[src/rtl/eth_pcs_tx_scrambler.sv]
// 64b/66b TX scrambler G(x)=1+x^39+x^58 applied word-by-word to the block payload.
// The sync header and word index ride alongside with the same one-cycle latency.

package eth_pcs_params;
    parameter int W_DATA          = 32;
    parameter int W_SYNC          = 2;
    parameter int N_TRANS_PER_BLK = 2;
    parameter int W_TRANS_PER_BLK = 1;
endpackage

module eth_pcs_tx_scrambler
    import eth_pcs_params::*;
#(
    parameter logic [57:0] SCR_SEED = 58'h3FF_FFFF_FFFF_FFFF
) (
    input  logic                       i_clk,
    input  logic                       i_reset_n,
    input  logic                       i_clk_en,
    input  logic [W_TRANS_PER_BLK-1:0] i_trans_cnt,
    input  logic [W_SYNC-1:0]          i_sync_data,
    input  logic [W_DATA-1:0]          i_pld_data,
    input  logic                       i_scr_bypass,
    output logic [W_TRANS_PER_BLK-1:0] o_trans_cnt,
    output logic [W_SYNC-1:0]          o_sync_data,
    output logic [W_DATA-1:0]          o_pld_data
);

    logic [57:0]       scr_state;
    logic [57:0]       scr_next;
    logic [57:0]       scr_walk;
    logic [W_DATA-1:0] scr_word;
    logic              bypass_q;
    logic              blk_start;
    logic              bypass_eff;

    assign blk_start  = (i_trans_cnt == '0);
    // The first word of a block sees the live bypass request; later words use the latched one.
    assign bypass_eff = blk_start ? i_scr_bypass : bypass_q;

    // Unrolled serial scrambler, LSB first; s[0] holds the newest scrambled bit.
    always_comb begin
        scr_walk = scr_state;
        scr_word = '0;
        for (int k = 0; k < W_DATA; k++) begin
            scr_word[k] = i_pld_data[k] ^ scr_walk[38] ^ scr_walk[57];
            scr_walk    = {scr_walk[56:0], scr_word[k]};
        end
        scr_next = scr_walk;
    end

    always_ff @(posedge i_clk or negedge i_reset_n) begin
        if (!i_reset_n) begin
            scr_state   <= SCR_SEED;
            bypass_q    <= 1'b0;
            o_pld_data  <= '0;
            o_sync_data <= '0;
            o_trans_cnt <= '0;
        end else if (i_clk_en) begin
            if (blk_start) begin
                bypass_q <= i_scr_bypass;
            end
            if (!bypass_eff) begin
                scr_state <= scr_next;
            end
            o_pld_data  <= bypass_eff ? i_pld_data : scr_word;
            o_sync_data <= i_sync_data;
            o_trans_cnt <= i_trans_cnt;
        end
    end

endmodule

[config.mk]
export PLATFORM = sky130hd
export DESIGN_NAME = eth_pcs_tx_scrambler
export DESIGN_NICKNAME = d
export VERILOG_FILES = /design/src/rtl/eth_pcs_tx_scrambler.sv
export SDC_FILE = /design/constraint.sdc
export NUM_CORES = 1
export LEC_CHECK = 0
export ABC_AREA = 1
export CAP_MARGIN = 10
export CELL_PAD_IN_SITES_DETAIL_PLACEMENT = 0
export CELL_PAD_IN_SITES_GLOBAL_PLACEMENT = 1
export CORE_MARGIN = 5
export CORE_UTILIZATION = 39
export CTS_BUF_LIST = sky130_fd_sc_hd__clkbuf_16
export CTS_CLUSTER_DIAMETER = 40
export DETAILED_ROUTE_END_ITERATION = 7
export GPL_TIMING_DRIVEN = 0
export PLACE_DENSITY = 0.78
export REMOVE_ABC_BUFFERS = 1
export SLEW_MARGIN = 20
export SYNTH_ARGS = -nofsm -noshare
export SYNTH_HDL_FRONTEND = slang
export SYNTH_SLANG_ARGS = --single-unit
[constraint.sdc]
create_clock -name i_clk -period 1.37 [get_ports i_clk]
set_clock_uncertainty 0.1 [all_clocks]
set_input_delay 0.137 -clock i_clk [delete_from_list [all_inputs] [get_ports i_clk]]
set_output_delay 0.137 -clock i_clk [all_outputs]
set_load 0.02 [all_outputs]
Word level (Yosys, flattened, before mapping)
Cells that the tools add are included.
{"block": "classes", "bitwise": 65, "n_reduce_logical": 1, "muxes": 2}
{"cell": "1-bit bitwise XOR", "n": 64}
{"cell": "32-bit 2-to-1 mux", "n": 1}
{"cell": "2-bit AND reduction", "n": 1}
{"cell": "1-bit 2-to-1 mux", "n": 1}
{"cell": "1-bit inverter", "n": 1}
{"block": "word_totals", "output_inout_bits": 35, "ff_bits": 94, "input_bits": 39, "word_cells": 73}

Depth between registers and ports, before layout
Gate-level depths: netlist (run 1).
{"block": "logic_depth", "word_depth": 3, "ltp_mapped": 8, "mapped_depth_nobuf": 7}

Worst setup path before layout (run 1)
OpenSTA, ideal clock, no wires.
{"block": "synth_path", "kind": "reg2reg", "start": "register bypass_q", "end": "register o_pld_data[16]", "stages_incl_launch_ff": 8, "setup_slack_ps": 166, "t_arrival_ps": 1039, "setup_time_ps": 65, "period_less_slack_ps": 1204, "n_path_buf": 2, "t_required_ps": 1205, "cell_sequence": "dfrtp_1 -> nand2_1 -> nand3_4 -> inv_2 -> buf_6 -> buf_6 -> nand3_2 -> nand2_1"}
{"block": "synth_between", "elab_chain_cells": 2}
{"element": "start, declared", "line_no": "32", "rtl": "logic bypass_q;"}
{"element": "start signal, assigned", "line_no": "60", "rtl": "bypass_q <= i_scr_bypass;"}
{"element": "1-bit 2-to-1 mux"}
{"element": "32-bit 2-to-1 mux", "line_no": "65", "rtl": "o_pld_data <= bypass_eff ? i_pld_data : scr_word;"}
{"element": "end signal, assigned", "line_no": "65"}
{"element": "end, declared", "line_no": "25", "rtl": "output logic [W_DATA-1:0] o_pld_data"}
No other way between the ends.
A chain may end at the register's enable or synchronous reset.

Worst setup path in the final report (run 1)
{"block": "layout_path", "start": "input i_trans_cnt", "end": "register o_pld_data[26]"}
{"block": "layout_between", "elab_chain_cells": 2}
{"element": "start, declared", "line_no": "19", "rtl": "input logic [W_TRANS_PER_BLK-1:0] i_trans_cnt,"}
{"element": "1-bit 2-to-1 mux"}
{"element": "32-bit 2-to-1 mux", "line_no": "65"}
No other way between the ends.

==> results of run 1 <==
==> through the flow <==
stage,total power (W),area [um2]
6_report,0.0107,6360
5_1_grt,0.0116,6360
4_1_cts,0.0107,6230
3_5_place_dp,0.00852,5780
3_3_place_gp,0.00839,5720
2_1_floorplan,0.00713,4780
==> power by group through the flow <==
stage                     registers, W  logic (W)  clock network (W)
after detailed placement       0.00497    0.00355                  0
after floorplan                0.00514    0.00199                  0
after global placement         0.00494    0.00345                  0
after global routing           0.00510    0.00410            0.00237
after CTS                      0.00494    0.00352            0.00227
final                          0.00494    0.00357            0.00219
==> layer usage <==
layer,share of wire (%),GRT usage [%]
met2,47,30.0
met1,47,24.9
met4,1.6,6.37
met5,0,0
met3,4.4,2.97
==> how the worst max path moves through the flow <==
stage	startpoint	to	slack (ns)	cells after the start
2_1_floorplan	bypass_q	o_pld_data[0]	-0.56	5
3_3_place_gp	i_reset_n	o_pld_data[17]	-3.59	1
3_5_place_dp	i_trans_cnt	o_pld_data[6]	-1.71	7
4_1_cts	i_trans_cnt	o_pld_data[14]	-0.003	8
5_1_grt	i_trans_cnt	o_pld_data[28]	-0.05	8
6_report	i_trans_cnt	o_pld_data[26]	0.03	8
==> cell usage in the layout (no fill, tap or decap), drive strengths merged <==
master,Yosys,routed
nand2,324,325
inv,117,122
nand3,97,100
dfstp,58,58
dfrtp,36,36
clkdlybuf4s50,0,36
dlygate4sd2,0,35
o21ai,27,27
buf,12,20
clkbuf,10,10
clkinv,1,5
nor2,2,2
dlygate4sd3,0,1
==> kinds of logic (layout without fill, tap and decap cells) <==
kind of cell           count (synthesis)  count (layout)  share of synthesized area (%)
AOI/OAI and AO/OA                     27              27                           2.76
buffers and inverters                140             229                           11.6
DFF                                   94              94                           49.5
and+or+nand+nor                      423             427                           36.2
==> cell usage after synthesis <==
| library cell | count | area share, % |
|---|---|---|
| inv_2 | 1 | 0.076 |
| buf_2 | 7 | 0.71 |
| clkbuf_1 | 10 | 0.77 |
| buf_6 | 4 | 0.92 |
| nand2_1 | 323 | 25 |
| buf_4 | 1 | 0.15 |
| clkinv_1 | 1 | 0.076 |
| nand3_4 | 1 | 0.36 |
| o21ai_0 | 22 | 2.2 |
| nor2_1 | 2 | 0.15 |
| nand3_1 | 86 | 8.8 |
| inv_1 | 116 | 8.9 |
| dfstp_2 | 58 | 31 |
| o21ai_1 | 5 | 0.51 |
| dfrtp_1 | 36 | 18 |
| nand3_2 | 10 | 2.0 |
| nand2_2 | 1 | 0.13 |
==> flip-flops by register name (all words and copies together), names as in the netlist <==
| name | cells |
|---|---|
| o_pld_data | 32 |
| bypass_q | 1 |
| o_trans_cnt | 1 |
| o_sync_data | 2 |
| scr_state | 58 |
==> worst register-to-register path, stage by stage (launching register included) <==
cell and delay, ns:
dfrtp_1 0.41, nand2_4 0.13, nand3_4 0.14, buf_6 0.18, inv_8 0.11, nand3_1 0.12, nand2_1 0.08
==> repair_timing <==
action,CTS,global route
hold endpoints to repair,44,0
endpoints found under the setup margin,129,85
pin swaps,5,4
hold buffers,1,0
gates resized for setup,52,16
cloned,5,1
buffers inserted,12,5
==> area by class of cell <==
cell class	instances	area, um2
repair inverters	2	20.0
inverters	118	464
well taps	172	215
clock buffers	9	225
clock inverters	7	26.3
fillers	1236	6100
flip-flops and latches	94	2420
repair buffers	93	915
multi-input cells	454	2070
==> impl_metrics.ini, run 1 <==
[critical_path]
cp_slowest_cell = clkdlybuf4s50_1
timing.rr.start = bypass_q
rr_worst_depth = 6
r2r-end = o_pld_data[26]
cpPeakStageDelay_ns = 0.53
critical_path_class = input port to flip-flop
arrival_ns = 1.52
start_kind = input port
cp_cell_sequence = clkdlybuf4s50_1 > inv_1 > nand2_4 > nand3_4 > buf_6 > inv_8 > nand3_1 > nand2_1
endpoint_kind = flip-flop
critPathMaxFanout = 12
worst-path-buf-inv = 4
critPathTopFamily = buffers and inverters
regToRegSetupSlack_ns = 0.04
worstPathRequired_ns = 1.55

[synthesis]
ys_warn_count = 0
synth_area_per_cell_um2 = 7.17
syn_inst = 684
synth_cell_type_count = 17
seq_area_frac_synth_pct = 49.5
ys_ff_latch = 94
syn-cell-area_mm2 = 0.00490

[pwr]
pwr-share-seq_pct = 46.1
comb_power_share_pct = 33.4
leakagePower_nw = 3.45
p_clk_share_pct = 20.5
switching_share_pct = 36.5
peakVddDrop_uv = 780
switchingPower_w = 0.00391
p_per_area_mw_per_mm2 = 1680
p_int_w = 0.00679

[placed_design]
post-place-ws_ns = -1.71
dp_hpwl_mm = 7.61
placed_cells = 909
io_buffers = 73
place_congestion = 0.762

[route]
firstDrtPassIters = 4
vias = 4408
vias_per_cell = 4.64
antenna_left = 0
drtIter0Drc = 234
wirelength_mm = 13.0
wire_per_inst_um = 13.7
route.detailed.drc = 0

[grt]
grt_pass1_vias = 4330
track_usage_pct = 18.4
grt_max_degree = 51
overflow = 0
grt_pass1_wl_mm = 21.4
grt_antenna_before_repair = 0

[sta]
hold_ws_ns = 0.186
final.period_utilization_pct = 97.9
worst_slew_pin_slew_ns = 0.441
rsz0062_at_grt = yes
slew_violations = 0
finalSetupTns_ns = 0
min_period_ns = 1.34
hold_viol_final = 0
slew-limit-headroom_pct = 70.6
clock.fmax_mhz = 745
worst_slack_ns = 0.0284
setup_violations = 0

[clock_tree]
clk_latency_ns = 0.34
clock_path_buffers = 2
clockRootBuffer = clkbuf_16
clkTransAtPathRegs_ns = 0.06
clkSinkCount = 94
numCtsBuffers = 9
cts_tree = done
htreeDepth = 3

[die]
core-area_mm2 = 0.0125
die_h_um = 122
die_x_um = 122
start_util_pct = 39.3
pin_count = 74
rows = 41
die_area_mm2 = 0.0149

[layout]
syn_to_final_growth_pct = 29.8
final_util_pct = 51.0
stdcell_count = 949
drive_gt1_share_pct = 15.7
n_antenna_cell = 0
nNetsFinal = 811

[outcome]
outcome = complete, no violations

[job]
cap_violations = 0

[worst_hold_path]
min_path_type = input port to async pin
Note: power is estimated with default switching activity, not from simulation.
==> run 2, diff against run 1 <==
CTS_CLUSTER_SIZE = 25   (was not set)
==> results of run 2 <==
Same layout as run 1: the final DEF is identical, and so are final timing and power.
==> run 3, diff against run 2 <==
SETUP_SLACK_MARGIN = 0.3   (was not set)
==> impl_metrics.ini, run 3 (synthesis results as in run 1) <==
[outcome]
outcome = complete, but fails checks
failed_checks = negative hold slack

[route]
drtIter0Drc = 235
route.detailed.drc = 0
antenna_left = 0
vias_per_cell = 4.75
wire_per_inst_um = 15.1
wirelength_mm = 14.7
vias = 4610
firstDrtPassIters = 5

[grt]
track_usage_pct = 20.5
grt_pass1_wl_mm = 23.4
grt_pass1_vias = 4506
grt_max_degree = 51
overflow = 0
grt_antenna_before_repair = 0

[sta]
slew_violations = 0
worst_slew_pin_slew_ns = 0.450
hold_viol_final = 64
final.period_utilization_pct = 95.8
hold_ws_ns = -0.392
setup_violations = 0
slew-limit-headroom_pct = 70.0
worst_slack_ns = 0.0570
rsz0062_at_grt = yes
min_period_ns = 1.31
clock.fmax_mhz = 762

[die]
core-area_mm2 = 0.0125
pin_count = 74
rows = 41
die_h_um = 122
die_x_um = 122
start_util_pct = 39.3
die_area_mm2 = 0.0149

[layout]
drive_gt1_share_pct = 25.9
mostFrequentLayoutCell = nand2_1
n_antenna_cell = 0
regMostFlops = scr_state
largest_reg_flops = 58
largestRegisters = scr_state (58), o_pld_data (32), o_sync_data (2)
fillCellCount = 1172
syn_to_final_growth_pct = 42.1
mostFrequentLayoutCells = 315 x nand2_1, 119 x inv_1, 69 x nand3_1
nNetsFinal = 832

[critical_path]
start_kind = flip-flop
worstPathRequired_ns = 1.55
arrival_ns = 1.49
endpoint_kind = flip-flop
cp_cell_sequence = nand2_4 > nand3_4 > buf_12 > inv_16 > nand3_1 > nand2_1
critPathTopFamily = simple AND/OR/NAND/NOR gates
critical_path_class = flip-flop to flip-flop
cp_slowest_cell = dfrtp_1
critPathMaxFanout = 12
cpPeakStageDelay_ns = 0.41
worst-path-buf-inv = 2

[job]
cap_violations = 0

[pwr]
peakVddDrop_uv = 805
leakagePower_nw = 3.67
p_per_area_mw_per_mm2 = 1680

[clock_tree]
htreeDepth = 3
numCtsBuffers = 9
clkTransAtPathRegs_ns = 0.06
cts_tree = done
clockRootBuffer = clkbuf_16
clkSinkCount = 94
clock_path_buffers = 2
clk_latency_ns = 0.35

[worst_hold_path]
min_path_type = input port to async pin

[placed_design]
io_buffers = 73
post-place-ws_ns = -1.71
place_congestion = 0.762
dp_hpwl_mm = 7.61
run 3: cell types whose count changed in the layout (fill, tap and decap cells not counted), sizes merged:
cell	before	now
buf	20	69
dlygate4sd2	35	1
clkbuf	10	12
nand2	325	327
nand3	100	102
clkdlybuf4s50	36	35
clkinv	5	6
dlygate4sd3	1	0
inv	122	123
run 3: final cells by class:
class,instances,area [um2],share of cell area (%)
timing repair buffer,108,1220,17.5
timing repair inverter,4,67.6,0.970
clock inverter,7,26.3,0.377
clock buffer,9,225,3.23
sequential,94,2420,34.8
tap,172,215,3.09
inverter,118,482,6.91
multi-input combinational,458,2310,33.1
run 3: worst reg2reg max path, cell delays in order, from the launching register on:
cell     delay [ns]
dfrtp_1        0.41
nand2_4        0.13
nand3_4        0.10
buf_12         0.20
inv_16         0.12
nand3_1        0.11
nand2_1        0.08
run 3: path summary, 6_finish.rpt:
| path | start | endpoint | slack [ns] | depth (start not counted) |
|---|---|---|---|---|
| hold reg to reg | scr_state[3] | scr_state[3] | 0.36 | 2 |
| setup / recovery | bypass_q | o_pld_data[26] | 0.06 | 6 |
| setup reg to reg | bypass_q | o_pld_data[26] | 0.06 | 6 |
| max in group asynchronous | i_reset_n | scr_state[14] | 0.91 | 2 |
| min in group i_clk | i_clk_en | bypass_q | 0.09 | 3 |
| hold / removal | i_reset_n | o_pld_data[20] | -0.39 | 1 |
run 3: report_power, final:
| group | internal, W | total [W] | switching (W) |
|---|---|---|---|
| registers | 0.00424 | 0.00502 | 0.000780 |
| logic | 0.00194 | 0.00446 | 0.00252 |
| clock network | 0.00119 | 0.00221 | 0.00102 |
| total | 0.00736 | 0.0117 | 0.00432 |
run 3: routing by layer:
metal  track usage [%]  wire length, um  vias up
met5                 0                0        -
met1              27.7             6790     2187
met2              33.9             7060      103
li1                  -                -     2306
met4              6.44              189        0
met3              3.34              642       14
run 3: through the flow:
| stage | setup TNS (ns) | power, W | cell area (um2) | std cells | utilization (%) |
|---|---|---|---|---|---|
| floorplan | -38.16 | 0.00713 | 4780 | 662 | - |
| global placement | -543.70 | 0.00839 | 5720 | 907 | 45.9 |
| detailed placement | -126.23 | 0.00852 | 5780 | 909 | 46.4 |
| CTS | 0 | 0.0114 | 6680 | 954 | 53.6 |
| global route | 0 | 0.0125 | 6970 | 970 | 55.9 |
| finish | 0 | 0.0117 | 6970 | 970 | 55.9 |
run 3: repair_timing:
item,CTS,global route
gates cloned,12,3
buffers inserted,17,13
hold endpoints to repair,44,36
pin swaps,9,5
gates resized for setup,290,27
setup endpoints to repair,129,127
